File: config.mk
export PLATFORM = sky130hd
export DESIGN_NAME = instr_fetch_unit
export DESIGN_NICKNAME = d
export VERILOG_FILES = /design/src/rtl/instr_fetch_unit.sv
export SDC_FILE = /design/constraint.sdc
export NUM_CORES = 1
export LEC_CHECK = 0
export BUFFER_PORTS_ARGS = -buffer_cell sky130_fd_sc_hd__buf_4
export CORE_ASPECT_RATIO = 0.5
export CORE_MARGIN = 2
export CORE_UTILIZATION = 47
export DETAILED_ROUTE_END_ITERATION = 8
export PLACE_DENSITY = 0.76
export SYNTH_ARGS = -nofsm -noshare
export SYNTH_HDL_FRONTEND = slang
export SYNTH_SLANG_ARGS = --single-unit
File: constraint.sdc
create_clock -name clk -period 1.8 [get_ports clk]
set_clock_uncertainty 0.1 [all_clocks]
set_input_delay 0.36 -clock clk [delete_from_list [all_inputs] [get_ports clk]]
set_output_delay 0.36 -clock clk [all_outputs]
set_load 0.02 [all_outputs]
File: src/rtl/instr_fetch_unit.sv
// MCS-51 instruction fetch: byte-serial ROM reads assembled into an
// instruction register, with a valid/ready handshake and branch redirects.
module instr_fetch_unit #(
    parameter int ADDRWIDTH = 8,
    parameter logic [ADDRWIDTH-1:0] RESET_PC = '0
) (
    input  logic                 clk,
    input  logic                 rst,
    output logic                 rom_cs_n,
    output logic [ADDRWIDTH-1:0] rom_addr,
    input  logic [7:0]           rom_data,
    output logic                 ir_valid,
    input  logic                 ir_ready,
    output logic [7:0]           ir_op,
    output logic [7:0]           ir_b1,
    output logic [7:0]           ir_b2,
    output logic [1:0]           ir_len,
    output logic [ADDRWIDTH-1:0] ir_pc,
    output logic [ADDRWIDTH-1:0] ir_npc,
    input  logic                 br_valid,
    input  logic [ADDRWIDTH-1:0] br_target
);

    localparam logic [1:0] S_OP    = 2'd0;
    localparam logic [1:0] S_B1    = 2'd1;
    localparam logic [1:0] S_B2    = 2'd2;
    localparam logic [1:0] S_VALID = 2'd3;

    logic [1:0]           state;
    logic [ADDRWIDTH-1:0] fa;
    logic [1:0]           len_d;

    function automatic logic [1:0] op_len(input logic [7:0] op);
        logic [3:0] hi;
        logic [3:0] lo;
        hi = op[7:4];
        lo = op[3:0];
        if (op inside {8'h02, 8'h10, 8'h12, 8'h20, 8'h30, 8'h43, 8'h53,
                       8'h63, 8'h75, 8'h85, 8'h90, 8'hD5} ||
            (hi == 4'hB && lo >= 4'h4))
            op_len = 2'd3;
        else if (op inside {8'h00, 8'h03, 8'h04, 8'h13, 8'h14, 8'h22,
                            8'h23, 8'h32, 8'h33, 8'h73, 8'h83, 8'h84,
                            8'h93, 8'hA3, 8'hA4, 8'hA5, 8'hB3, 8'hC3,
                            8'hC4, 8'hD3, 8'hD4, 8'hD6, 8'hD7, 8'hE0,
                            8'hE2, 8'hE3, 8'hE4, 8'hF0, 8'hF2, 8'hF3,
                            8'hF4} ||
                 (lo >= 4'h6 && hi inside {4'h0, 4'h1, 4'h2, 4'h3, 4'h4,
                                            4'h5, 4'h6, 4'h9, 4'hC, 4'hE,
                                            4'hF}))
            op_len = 2'd1;
        else
            op_len = 2'd2;
    endfunction

    assign len_d    = op_len(rom_data);
    assign rom_addr = fa;
    assign ir_valid = (state == S_VALID);
    // The ROM is only selected while a byte is being collected.
    assign rom_cs_n = rst | (state == S_VALID);

    always_ff @(posedge clk or posedge rst) begin
        if (rst) begin
            state  <= S_OP;
            fa     <= RESET_PC;
            ir_op  <= 8'h00;
            ir_b1  <= 8'h00;
            ir_b2  <= 8'h00;
            ir_len <= 2'd1;
            ir_pc  <= RESET_PC;
            ir_npc <= RESET_PC + ADDRWIDTH'(1);
        end else if (br_valid) begin
            // Redirect drops any byte collected in this cycle.
            fa    <= br_target;
            state <= S_OP;
        end else begin
            case (state)
                S_OP: begin
                    ir_op  <= rom_data;
                    ir_pc  <= fa;
                    ir_b1  <= 8'h00;
                    ir_b2  <= 8'h00;
                    ir_len <= len_d;
                    ir_npc <= fa + ADDRWIDTH'(len_d);
                    fa     <= fa + ADDRWIDTH'(1);
                    state  <= (len_d == 2'd1) ? S_VALID : S_B1;
                end
                S_B1: begin
                    ir_b1 <= rom_data;
                    fa    <= fa + ADDRWIDTH'(1);
                    state <= (ir_len == 2'd2) ? S_VALID : S_B2;
                end
                S_B2: begin
                    ir_b2 <= rom_data;
                    fa    <= fa + ADDRWIDTH'(1);
                    state <= S_VALID;
                end
                S_VALID: begin
                    if (ir_ready)
                        state <= S_OP;
                end
                default: state <= S_OP;
            endcase
        end
    end

endmodule

== After elaboration in Yosys (flattened, before gate mapping) ==
Cells that the tools add are included.

* Magnitude comparators: 2
* Bitwise gates (word level): 2
* Reductions and logical operators: 17
* Muxes and demuxes: 11
* $add $sub $neg: 2
* Eq/ne operators: 59

{| class="wikitable"
|+ Operators by type and width
! cell !! number
|-
| $eq A8 B8 Y1 const B || 24
|-
| $eq A8 B6 Y1 const B || 6
|-
| $eq A8 B7 Y1 const B || 5
|-
| $eq A8 B5 Y1 const B || 4
|-
| $pmux W8 S2 || 2
|-
| $reduce_bool A31 Y1 || 1
|-
| $eq A4 B4 Y1 const B || 5
|-
| $eq A8 B2 Y1 const B || 2
|-
| $mux W8 || 2
|-
| $eq A4 B3 Y1 const B || 3
|-
| $reduce_bool A12 Y1 || 1
|-
| $reduce_bool A11 Y1 || 1
|-
| $mux W2 || 5
|-
| $add A8 B1 Y8 const B || 1
|-
| $add A8 B2 Y8 || 1
|-
| $eq A4 B2 Y1 const B || 2
|-
| $eq A8 B3 Y1 const B || 1
|-
| $ge A4 B3 Y1 const B || 2
|-
| $logic_not A8 Y1 || 1
|-
| $pmux W2 S4 || 1
|-
| $eq A2 B2 Y1 const B || 3
|-
| $reduce_and A2 Y1 || 3
|-
| $reduce_bool A2 Y1 || 3
|-
| $eq A2 B1 Y1 const B || 2
|-
| 10 further kinds || 12
|}

* Word-level logic and storage cells: 101
* Output and inout port bits: 52
* Input port bits: 20
* Bits in registers: 52

== Depth between registers and ports, before layout ==
Gate-level depths: netlist (run 1).

* Word-level depth: 10
* Mapped depth: 13
* Gate-level depth less buffers: 12

== Worst setup path before layout (run 1) ==
OpenSTA, ideal clock, no wires.

* Path type: input -> register
* Start: in rom_data[3]
* End: reg ir_npc[1]
* Library setup time: 0.125 ns
* Required time: 1.575 ns
* Path buffers: 1
* Arrival: 2.414 ns
* Slack: -0.839 ns
* Cell stages on the path: 10
* Path through: buf_6 > or4b_1 > a21oi_1 > nor2_1 > o311ai_4 > nor2_2 > nand3_1 > ha_1 > fa_1 > mux2_2

* Cells in the longest elaborated chain, start to end: 6
* Elaborated cells between the ends (all ways): 54
* Those cells by class: add/sub: 1; order compare: 2; eq/ne: 42; mux: 2; reduce/logical: 7

{| class="wikitable"
|+ RTL lines
! item !! line !! text
|-
| from (decl) || 11 || <nowiki>input logic [7:0] rom_data,</nowiki>
|-
| $eq A8 B2 Y1 (tied with other cells) || 42 || <nowiki>else if (op inside {8'h00, 8'h03, 8'h04, 8'h13, 8'h14, 8'h22,</nowiki>
|-
| $reduce_bool A31 Y1 / $logic_and A1 B1 Y1 (equally long branches) || 42, 48 ||
|-
| $logic_or A1 B1 Y1 || 47 || <nowiki>8'hF4} ||</nowiki>
|-
| $mux W2 || 42 ||
|-
| $mux W2 * || 38 || <nowiki>if (op inside {8'h02, 8'h10, 8'h12, 8'h20, 8'h30, 8'h43, 8'h53,</nowiki>
|-
| net len_d[1] || 31 || <nowiki>logic [1:0] len_d;</nowiki>
|-
| $add A8 B2 Y8 * || 84 || <nowiki>ir_npc <= fa + ADDRWIDTH'(len_d);</nowiki>
|-
| to (signal assigned) || 71 || <nowiki>ir_npc <= RESET_PC + ADDRWIDTH'(1);</nowiki>
|-
| to (signal assigned) || 84 ||
|-
| to (decl) || 19 || <nowiki>output logic [ADDRWIDTH-1:0] ir_npc,</nowiki>
|}

The timed path passes the listed nets; every way through them passes the cells marked *.
A chain may end at the register's enable or synchronous reset.

== Worst setup path after layout (run 1) ==
* Start: in rom_data[7]
* End: reg ir_npc[1]

* Cells in the longest elaborated chain, start to end: 7
* Elaborated cells between the ends (all ways): 65
* Those cells by class: add/sub: 1; eq/ne: 53; mux: 2; reduce/logical: 9

{| class="wikitable"
|+ RTL lines
! item !! line
|-
| parallel branches: the longest is 5 deep, another holds $reduce_bool A31 Y1 || n/a
|-
| $mux W2 * || 38
|-
| net len_d[1] || 31
|-
| $add A8 B2 Y8 * || 84
|}

Mark *: on every way through the listed nets, which the timed path passes.

==> impl_summary.md, run 1 <==
Worst hold path
The instance count along the most critical hold path is 3. The class of the most critical hold timing path is input port to flip-flop.

Run
The max-cap check violation count is 0.

STA
The post-route worst setup slack is -0.650 ns. The slew of the pin with the lowest slew margin is 0.460 ns. The number of hold violations in the final report was 0. Setup repair after global routing could not meet its margin everywhere.

Of the available clock period, the critical path in the final layout requires 136%. The number of slew-limit violations in the final report is 0. Derived from the worst setup path, the maximum achievable clock frequency is ~0.41 GHz. In this run the tightest slew margin relative to its limit is 69.0%. The tightest hold path in the finished design has a slack of roughly 0.17 ns. The number of endpoints failing setup at the final stage is 9. The shortest period the worst path allows is 2.45 ns.

Route
The number of design-rule violations left by the first detailed-router iteration is 107. The routed wire length is around 6500 um. The via count is approximately 2200. After detailed routing, the average wire length per cell comes to 15.9 um. The detailed-route DRC error count is 0. Once detail routing completed, the nets flagged for antenna violations numbered 0.

Before antenna repair, the detailed router went through 4 iterations. After detailed routing, the number of vias per cell comes to about 5.4.

Power
The static leakage power is 1.73 nW. Combinational logic is responsible for 51.2% of the overall power. The clock group share of total power is 11.9%.

Total power for the finished layout comes to 5.53 mW. The worst-case vdd ir drop is between 0.7 and 0.8 mV. Net switching is 40.2% of the power.

The portion of total power attributed to sequential cells is 36.9%. The internal cell power is 3.30 mW. The net switching power figure is ~2.2 mW. The power density relative to cell area is 1510 nW/um^2.

Die
From left edge to right edge, the die measures 109 um. The core area is 5420 sq um. The starting utilization of the core area is 48.1%. The die area is 6190 sq um. After floorplanning, the core was divided into 19 placement rows. The vertical die dimension is 56.6 um. 72 I/O pins were placed.

Critical path
The required time at the endpoint of the critical path is approximately 1.9 ns. The category of the worst setup path capture point is a flip-flop. STA classifies the critical path startpoint as an input port. Of all nets on the critical path, the largest fanout is 5.

Measured in cells, the most critical reg-to-reg path has a length of 6. Data on the critical path arrives at its endpoint at 2.54 ns. The critical path start-end classification is input port to flip-flop.

Final layout
Measured on the finished design, the core utilization comes to 67.5%. In the layout the commonest cells are 96 x sky130_fd_sc_hd__buf_4, 49 x sky130_fd_sc_hd__dfrtp_1, 25 x sky130_fd_sc_hd__nand2_1. The fill cell total of the finished layout is 409. 0 antenna diodes ended up in the layout.

The post-synthesis to final-layout area growth is 40.4%. The library cell used most frequently in the layout, excluding fill and tap cells, is sky130_fd_sc_hd__buf_4. The share of layout cells above drive strength 1 is between 40 and 50%.

After the last flow step, the layout net total stands at 367.

Global routing
Global routing consumed, over all layers together, 21.8% of the routing resources. For this run the aggregate overflow at the end of global routing stands at 0. The first global-routing pass estimated 10500 um of wire. The number of global-route vias before repair is around 2100. The initial antenna violation count is 0. Entering global routing, the biggest net connects 39 pins.

Placement
The number of buffers inserted by port buffering is 71. The final weighted congestion of routability-driven global placement is 0.854. Timing analysis after detailed placement gives a worst setup slack of -0.990 ns.

Summed over all nets, the half-perimeter wirelength after detailed placement is roughly 4500 um.

Outcome
The run finished, with violations left. The final reports fail on negative setup slack.

Synthesis
The fraction of registers with async set/reset is 100%. The mapped netlist covers 2600 sq um. The number of warnings printed during yosys synthesis is 0. When the netlist entered floorplanning its net count stood at 273. The average instance in the mapped netlist occupies 10.7 sq um.

For this run, the leading register cell type out of synthesis is sky130_fd_sc_hd__dfrtp_1. The number of storage elements in the synthesis netlist is 52. Synthesis produced ~240 cells. After synthesis, the netlist uses 47 different library cells. The sequential area share after synthesis is 50.0%. The number of enable flip-flop cells after synthesis is 0.

Clock tree
The maximum buffer depth of the clock tree is 2. The CTS tree is yes. The clock root buffer is sky130_fd_sc_hd__clkbuf_8. The clock insertion delay at the later pin of the skew report is 0.30 ns. After clock tree synthesis, the clock-pin slew on the worst setup and hold paths is ~0.09 ns. Buffers inserted during clock tree synthesis total 5.

CTS saw 52 sinks. The clock tree synthesis step divided the H-tree into 2 levels.
repair_timing:
item | in CTS | in global routing
hold endpoints to repair | 13 | 0
pin swaps | 4 | 5
setup endpoints to repair | 10 | 35
resized for setup | 15 | 13
setup buffers | 3 | 2
hold buffers | 1 | 0
kinds of logic after synthesis:
family | synth area share (%)
AOI/OAI and AO/OA | 16.7
xor gates and xnor gates | 5.38
adders and majority gates | 5.09
buffers and inverters | 4.32
DFF | 50.0
muxes | 6.44
and+or+nand+nor | 12.0
critical path, cell delays in order:
cell and delay [ns]:
sky130_fd_sc_hd__buf_6 0.09, sky130_fd_sc_hd__or4b_4 0.53, sky130_fd_sc_hd__a21oi_2 0.16, sky130_fd_sc_hd__nor2_2 0.06, sky130_fd_sc_hd__o311ai_4 0.30, sky130_fd_sc_hd__nor2_4 0.09
sky130_fd_sc_hd__nand3_2 0.11, sky130_fd_sc_hd__ha_4 0.14, sky130_fd_sc_hd__fa_2 0.41, sky130_fd_sc_hd__mux2_2 0.27
power by group through the flow:
stage               registers, mW  logic (mW)  clock network, mW
CTS                          2.03        2.76              0.668
global route                 2.10        3.05              0.711
global placement             2.04        2.61                  0
floorplan                    2.58       0.987                  0
detailed placement           2.06        2.66                  0
finish                       2.04        2.83              0.660
flip-flops by register name, indices dropped and copies added, names as in the netlist:
name      cells
ir_b1         8
ir_b2         8
ir_npc        8
ir_op         8
ir_pc         8
rom_addr      8
ir_len        2
state         2
layout make-up:
class	instances	area [sq um]	share of cell area, %
clock buffer	7	76.3	2.09
clock inverter	1	5.00	0.137
sequential	52	1310	35.7
inverter	10	37.5	1.03
multi-input combinational	164	1320	36.0
tap	73	91.3	2.50
timing repair buffer	104	827	22.6
worst paths after layout:
check                                  start          end  slack, ns
min in group asynchronous                rst  rom_addr[6]       0.50
worst max-delay path             rom_data[7]    ir_npc[1]      -0.65
worst min-delay path            br_target[4]  rom_addr[4]       0.17
max in group asynchronous                rst    ir_len[0]       0.53
worst min register to register      ir_op[6]     ir_op[6]       0.39
worst max register to register      state[1]     ir_pc[1]       0.07
synth_stat cells (all sizes together), types with 8 or more instances:
cell type	instances	area share, %
xnor2	8	2.7
a22o	16	5.4
o21ai	22	4.2
clkbuf	11	1.6
nor2	12	1.8
mux2	14	6.1
nand3	8	1.5
nand2	26	3.7
ha	9	4.3
xor2	8	2.7
inv	10	1.4
dfrtp	50	48
metrics by stage:
stage          setup TNS, ns  cell area [sq um]  instances
2_1_floorplan          -5.60               2650        243
3_3_place_gp           -7.47               3420        397
3_5_place_dp           -7.74               3420        397
4_1_cts                -4.18               3580        409
5_1_grt                -5.32               3660        411
6_report               -4.48               3660        411
per-layer routing:
layer / share of wire (%) / global-route usage [%] / vias to the layer above / routed length (um)
met5: 0 / 0 / - / 0
met4: 0.95 / 5.24 / 0 / 62
met3: 4.3 / 3.60 / 9 / 279
met2: 49 / 36.6 / 57 / 3220
met1: 45 / 29.8 / 1096 / 2950
li1: - / - / 1042 / -
(Power assumes the default switching activity.)
==> run 2, diff against run 1 <==
Settings changed: CORE_UTILIZATION 47 to 35, PLACE_DENSITY 0.76 to not set.
==> run 2 against run 1 <==
Effect of this change:
- the flow still finishes with violations (negative setup slack)
- largest cell class unchanged
- combinational power rose by 4%
- sequential power hardly changed
- clock power up 45%
- worst hold slack better by 0.0020 ns
- maximum frequency up 0.99%
- sequential cell count did not move
- die area is 32% higher
==> impl_summary.md, run 2 (synthesis gave the netlist of run 1 again) <==
Outcome
The run finished, with violations left. The final reports fail on negative setup slack.

Critical path
The worst setup path startpoint is rom_data[7]. STA classifies the critical path endpoint as a flip-flop. The critical path goes through buf_6 > or4b_4 > a21oi_4 > nor2_2 > o311ai_4 > nor2_4 > nand3_2 > ha_4 > fa_2 > mux2_4. The critical path start-end classification is input port to flip-flop. The arrival time reported for the critical path endpoint is 2.50 ns. The kind of cell with the highest combined delay along the critical path is simple AND/OR/NAND/NOR gates.

Data on the critical path is required at its endpoint by 1.87 ns. For the worst flop-to-flop path, the logic depth is 6. In this run the worst path has a maximum fanout of 4. Counting both buffers and inverters, the worst setup path holds a total of 1. The startpoint identified for the worst register-to-register timing path is state[0]. The worst stage delay on the critical path is 0.56 ns. The depth of the critical timing path with buffers and inverters included is 10.

The cell at the slowest stage of the critical path is sky130_fd_sc_hd__or4b_4. The worst setup path is launched from an input port.

Final layout
The area growth from synthesis to layout is 50.8%. The final core area utilization is between 50% and 60%. The share of layout cells above drive strength 1 is 50.1%.

Leaving out fill and tap cells, the most frequent cell in the layout is sky130_fd_sc_hd__buf_4. The sequential cell area is 1300 sq um. Excluding fillers, the count of instances in the completed layout stands at 449. The post-layout net count is roughly 380. The multi-input logic area is 1350 sq um. The number of antenna diodes in the final layout is 0.

Fill cells in the final layout number roughly 640. The top cell types in the final layout, fill and taps aside, are 108 x sky130_fd_sc_hd__buf_4, 50 x sky130_fd_sc_hd__dfrtp_1, 24 x sky130_fd_sc_hd__nand2_1.

Route
Dividing the detail-routed wire length by the instance count gives around 15 um. Wires add up to 6810 um. The detailed-route DRC error count is 0. The first detailed-routing pass took 4 iterations. The via count is 2243. Once detail routing completed, the nets flagged for antenna violations numbered 0. The vias per cell is ~5. After the first detailed-routing iteration, the DRC count stood at 100.

Die
The die area is 8190 sq um. In this run the count of I/O pins placed on the die edge is 72. The number of core rows is 22. In this run the vertical extent of the chip is 65.0 um. The core area is 7270 sq um.

For this configuration, the core starts out at a cell density of between 30% and 40%. The die boundary width is 126 um.

Clock tree
After clock tree synthesis, the clock-pin slew on the worst setup and hold paths is 0.07 ns. In this run the deepest clock path goes through 2 buffers. The clock root buffer is sky130_fd_sc_hd__clkbuf_16.

TritonCTS built the clock tree. The number of levels the H-tree was split into is 2. The later pin in the worst-skew pair is clocked with a latency of 0.29 ns. For this design, the sink count on the clock tree is 52.

The number of CTS-inserted buffers is 5.

Global routing
The overall routing resource usage is 16.9%. The initial antenna violation count is 0. The pin count of the biggest net entering global routing is 35. The number of global-route vias before repair is 2270.

Global routing finished with a remaining overflow of 0. The first global-routing pass estimated 11100 um of wire.

STA
Setup repair after global routing could not meet its margin everywhere. Setup violations remaining at the end of the flow were counted as 12. The achievable clock frequency is 0.412 GHz. The worst pin sits at a relative slew slack of 73.4%. The number of hold violations in the final report was 0. The post-route worst setup slack is -0.626 ns. The hold slack is 0.175 ns. The period utilization is 135%.

The shortest period the worst path allows is approximately 2.4 ns. The number of slew-limit violations in the final report came to 0. For the pin with the worst max-slew slack, the measured transition is 0.396 ns.

Worst hold path
The path class of the tightest hold or removal check is input port to flip-flop. The hold path startpoint is br_target[7]. The worst hold path passes through 3 cells.

Power
Total power for the finished layout comes to just under 6 mW. Power spread over the standard cell area amounts to about 1500 nW/um^2. The worst-case vdd ir drop is 0.427 mV. The analysis attributes to cell leakage a power of 1.86 nW.

Placement
At the end of routability-driven placement, the weighted congestion stood at 0.976. The HPWL after detailed placement is roughly 4800 um. The number of buffers inserted by port buffering is 71. Including well taps, the total number of placed cells is ~430. At the placement stage, the worst setup path has a slack of -1.02 ns.

Run
The max-cap check violation count is 0.
-- run 2: cell count changes in the layout (fill, tap and decap cells not counted), sizes merged --
cell / before / now
buf: 103 / 117
clkinv: 1 / 2
-- run 2: cell type report --
cell class	instances	area share, %
Clock inverter	2	0.255
Tap cell	96	3.06
Clock buffer	6	3.54
Timing Repair Buffer	119	24.6
Sequential cell	52	33.2
Multi-Input combinational cell	164	34.5
Inverter	10	0.955
-- run 2: path summary, 6_finish.rpt --
kind	end	slack (ns)
worst max-delay path	ir_npc[1]	-0.63
worst min-delay path	rom_addr[7]	0.18
worst max register to register	rom_addr[3]	-0.06
worst min register to register	ir_npc[3]	0.39
max in group asynchronous	rom_addr[2]	0.58
min in group asynchronous	ir_pc[1]	0.51
-- run 2: power by group --
part	switching, mW	leakage, nW	internal, mW
registers	0.354	0.650	1.68
logic	1.50	1.14	1.43
clock network	0.410	0.0766	0.549
-- run 2: layer usage --
layer	track usage (%)	part of all wire [%]	vias to the layer above
met1	21.7	45	1092
met2	28.6	49	57
li1	-	-	1080
met4	5.77	1.7	0
met5	0	0	-
met3	3.63	4.5	14
-- run 2: worst min-delay path, stage by stage --
cell and delay [ns]:
sky130_fd_sc_hd__buf_4 0.08, sky130_fd_sc_hd__nand2_1 0.04, sky130_fd_sc_hd__o21ai_0 0.05
-- run 2: through the flow --
step / instance area, sq um / TNS [ns]
final: 3930 / -4.60
after floorplan: 2650 / -5.60
after global placement: 3490 / -7.32
after global routing: 3930 / -5.74
after detailed placement: 3490 / -7.82
after CTS: 3790 / -4.61
-- run 2: what timing repair did --
action,4_1_cts,5_1_grt
endpoints found under the hold margin,11,0
resized for setup,19,14
gates cloned,0,1
endpoints found under the setup margin,11,31
pin swaps,8,8
buffers inserted,9,5
hold buffers,1,0
